<file path="config.mk">
export PLATFORM = sky130hd
export DESIGN_NAME = cnt_up_down
export DESIGN_NICKNAME = d
export VERILOG_FILES = /design/src/rtl/cnt_up_down_pkg.sv /design/src/rtl/cnt_up_down.sv
export SDC_FILE = /design/constraint.sdc
export NUM_CORES = 1
export LEC_CHECK = 0
export ABC_AREA = 1
export BUFFER_PORTS_ARGS = -buffer_cell sky130_fd_sc_hd__buf_2
export CAP_MARGIN = 20
export CORE_AREA = 2 2 39 41
export CTS_BUF_LIST = sky130_fd_sc_hd__clkbuf_16
export DETAILED_ROUTE_END_ITERATION = 10
export DIE_AREA = 0 0 41 43
export SYNTH_ARGS = -nofsm -noshare
export SYNTH_HDL_FRONTEND = slang
export SYNTH_SLANG_ARGS = --single-unit
export TNS_END_PERCENT = 50
</file>
<file path="constraint.sdc">
create_clock -name sys_clk -period 1.3 [get_ports sys_clk]
set_input_delay 0.065 -clock sys_clk [delete_from_list [all_inputs] [get_ports sys_clk]]
set_output_delay 0.065 -clock sys_clk [all_outputs]
set_load 0.01 [all_outputs]
</file>
<file path="src/rtl/cnt_up_down_pkg.sv">
// Shared constants and types for the up/down counter.
// Holds the default width and the direction encoding of the 'up' input.
package cnt_up_down_pkg;

  localparam int DEFAULT_WIDTH = 4;

  typedef enum logic {
    DIR_DOWN = 1'b0,
    DIR_UP   = 1'b1
  } dir_e;

endpackage

</file>
<file path="src/rtl/cnt_up_down.sv">
// Modulo-2^WIDTH up/down counter with registered boundary flags and a
// one-cycle wrap pulse; advances on every non-reset rising edge of sys_clk.
module cnt_up_down
  import cnt_up_down_pkg::*;
#(
  parameter int WIDTH = DEFAULT_WIDTH
) (
  input  logic             sys_clk,
  input  logic             sys_rst,
  input  logic             up,
  output logic [WIDTH-1:0] cnt,
  output logic             at_max,
  output logic             at_min,
  output logic             wrap
);

  localparam logic [WIDTH-1:0] MAX_VAL = '1;
  localparam logic [WIDTH:0]   ONE_EXT = {{WIDTH{1'b0}}, 1'b1};

  logic [WIDTH:0]   step_result;
  logic [WIDTH-1:0] cnt_next;
  logic             carry_next;
  logic             at_max_next;
  logic             at_min_next;

  // One extra bit catches the carry (up) or borrow (down); that bit is the wrap event.
  always_comb begin
    step_result = '0;
    if (dir_e'(up) == DIR_UP) begin
      step_result = {1'b0, cnt} + ONE_EXT;
    end else begin
      step_result = {1'b0, cnt} - ONE_EXT;
    end
    cnt_next    = step_result[WIDTH-1:0];
    carry_next  = step_result[WIDTH];
    at_max_next = (cnt_next == MAX_VAL);
    at_min_next = (cnt_next == '0);
  end

  always_ff @(posedge sys_clk) begin
    if (sys_rst) begin
      cnt    <= '0;
      at_max <= 1'b0;
      at_min <= 1'b1;
      wrap   <= 1'b0;
    end else begin
      cnt    <= cnt_next;
      at_max <= at_max_next;
      at_min <= at_min_next;
      wrap   <= carry_next;
    end
  end

endmodule

</file>
==> results.sh <==
export IMPL_grt_max_degree=7
export IMPL_clk_pin_slew_worst_paths_ns=0.03
export IMPL_slew_violations=0
export IMPL_viasPerCell=4.25
export IMPL_synthTopCellsByArea="dfxtp_1 (37%), ha_1 (17%), inv_1 (9.9%)"
export IMPL_fmax_mhz=805
export IMPL_syn_instance_count=47
export IMPL_crit_type="reg2reg"
export IMPL_syn_nets=56
export IMPL_dpl_cell_area_um2=453
export IMPL_fin_crit_ns=1.24
export IMPL_drtIter0Drc=5
export IMPL_wl_met3_um=28
export IMPL_ant_nets=0
export IMPL_layout_commonest_cell="inv_1"
export IMPL_avgSynthCellArea_um2=8.04
export IMPL_power_density_nw_per_um2=1960
export IMPL_core_area_um2=1380
export IMPL_design_area_um2=539
export IMPL_antenna_found_initial=0
export IMPL_clk_latency_ns=0.23
export IMPL_fin_skew_ns=0.000176
export IMPL_r2r_slack_ns=0.06
export IMPL_drive_gt1_frac=0.295
export IMPL_pin_count=10
export IMPL_htreeDepth=1
export IMPL_yosysTopAreaCell="dfxtp_1"
export IMPL_diodes=0
export IMPL_die_x_um=41
export IMPL_hold_viol_final=0
export IMPL_first_global_vias=282
export IMPL_wl_met1_um=276
export IMPL_met2WireLength_um=324
export IMPL_crit_required_ns=1.43
export IMPL_grt_usage=0.106
export IMPL_cts_root_buffer="clkbuf_16"
export IMPL_final_cell_mix="inv_1 (11), buf_2 (9), dfxtp_1 (7), nand3_1 (6), nand2_1 (6)"
export IMPL_fp_row_count=14
export IMPL_setup_tns_ns=0
export IMPL_peakVddDrop_mv=0.888
export IMPL_die_area_um2=1760
export IMPL_cellLeakagePower_nw=0.300
export IMPL_nets=71
export IMPL_start_util=0.273
export IMPL_grt_pass1_wl_um=1100
export IMPL_drt_pass1_iter_count=4
export IMPL_cp_arrival_ns=1.37
export IMPL_postCtsSetupBuffers=0
export IMPL_cp_max_fo=2
export IMPL_rsz0062_at_grt="false"
export IMPL_post_dp_hpwl_um=535
export IMPL_relSlewSlack=0.868
export IMPL_via_count=327
export IMPL_seq_area_frac_synth=0.371
export IMPL_gr_total_overflow=0
export IMPL_cts_buffer_depth=2
export IMPL_status="finished, final reports clean"
export IMPL_end_kind="flop"
export IMPL_power_mw=1.06
export IMPL_synth_cell_types=13
export IMPL_synthToLayoutAreaGrowth_pct=42.7
export IMPL_die_h_um=43
export IMPL_rr_startpoint="cnt[0]$_SDFF_PP0_"
export IMPL_cts_buffers=3
export IMPL_worst_pin_slew_ns=0.198
export IMPL_hold_class="in2reg"
export IMPL_drv_cap=0
export IMPL_synth_top_area_share=0.371
export IMPL_synth_warnings=0
export IMPL_startpoint_type="flop"
export IMPL_gp_congestion=0.772
export IMPL_top_layer="met4"
export IMPL_clock_sinks=7
export IMPL_wl_per_cell_um=8.82
export IMPL_portBuffers=9
export IMPL_timing_final_crit_share=0.955
export IMPL_finalSetupViolations=0
export IMPL_drc=0
export IMPL_wl_um=679
export IMPL_ys_ff_latch=7
export IMPL_crit_start="cnt[0]$_SDFF_PP0_"
export IMPL_syn_area_um2=378
export IMPL_hp_start="sys_rst"
export IMPL_tritoncts="built"
through the flow:
stage	utilization	setup WS (ns)	hold WS (ns)	cells
after floorplan	-	0.0424	0.132	47
after global placement	0.327	0.0481	0.253	73
after global routing	0.390	0.000330	0.0338	77
after detailed placement	0.327	0.0530	0.259	73
after CTS	0.384	0.0360	0.0197	77
final	0.390	0.0584	0.0195	77
cell usage after synthesis (all sizes together):
| master | count |
|---|---|
| and2 | 1 |
| nand2 | 7 |
| ha | 5 |
| dfxtp | 7 |
| nor2 | 5 |
| inv | 10 |
| a21oi | 3 |
| xor2 | 1 |
| fa | 1 |
| o21ai | 1 |
| nand3 | 6 |
routing by layer:
layer  track usage  vias to the layer above
met5             0                        -
met1         0.113                      141
li1              -                      171
met2         0.125                       10
met3        0.0471                        5
met4         0.140                        0
repair_timing:
item | in CTS | in global routing
hold endpoints to repair | 0 | 0
resized for setup | 0 | 1
setup endpoints to repair | 0 | 1
hold buffers | 0 | 0
flip-flops by register name, summed over array words and instances (netlist names):
| name | cells |
|---|---|
| at_max | 1 |
| wrap | 1 |
| cnt | 4 |
| at_min | 1 |
worst max-delay path, cell delays in order (launching register included):
cell and delay [ns]:
dfxtp_1 0.32, fa_2 0.40, xor2_2 0.19, and2_4 0.15, nand2_2 0.05, nor2_2 0.03
cell families (layout without fill, tap and decap cells):
logic type      after synthesis  after routing  synth area share
fa+ha+maj                     6              6             0.219
flops                         7              7             0.371
xor+xnor                      1              1            0.0232
compound gates                4              4            0.0530
simple gates                 19             19             0.235
buf+inv                      10             24            0.0993
worst paths after layout:
| path | to | cells after the start |
|---|---|---|
| hold reg to reg | cnt[0]$_SDFF_PP0_ | 2 |
| setup / recovery | at_max$_SDFF_PP0_ | 5 |
| hold / removal | cnt[0]$_SDFF_PP0_ | 2 |
| setup reg to reg | at_max$_SDFF_PP0_ | 5 |
where the power goes:
part / internal, mW / leakage, nW / switching [mW] / total, mW
combinational: 0.117 / 0.199 / 0.154 / 0.271
sequential: 0.255 / 0.0583 / 0.0184 / 0.274
clock: 0.399 / 0.0423 / 0.112 / 0.511
total: 0.772 / 0.300 / 0.284 / 1.06
area by class of cell:
class | instances | area (um2)
Multi-Input combinational cell | 30 | 210
Inverter | 10 | 37.5
Clock buffer | 3 | 75.1
Tap cell | 16 | 20.0
Timing Repair Buffer | 10 | 52.6
Fill cell | 149 | 845
Clock inverter | 1 | 3.75
Sequential cell | 7 | 140
Note: power is estimated with default switching activity, not from simulation.
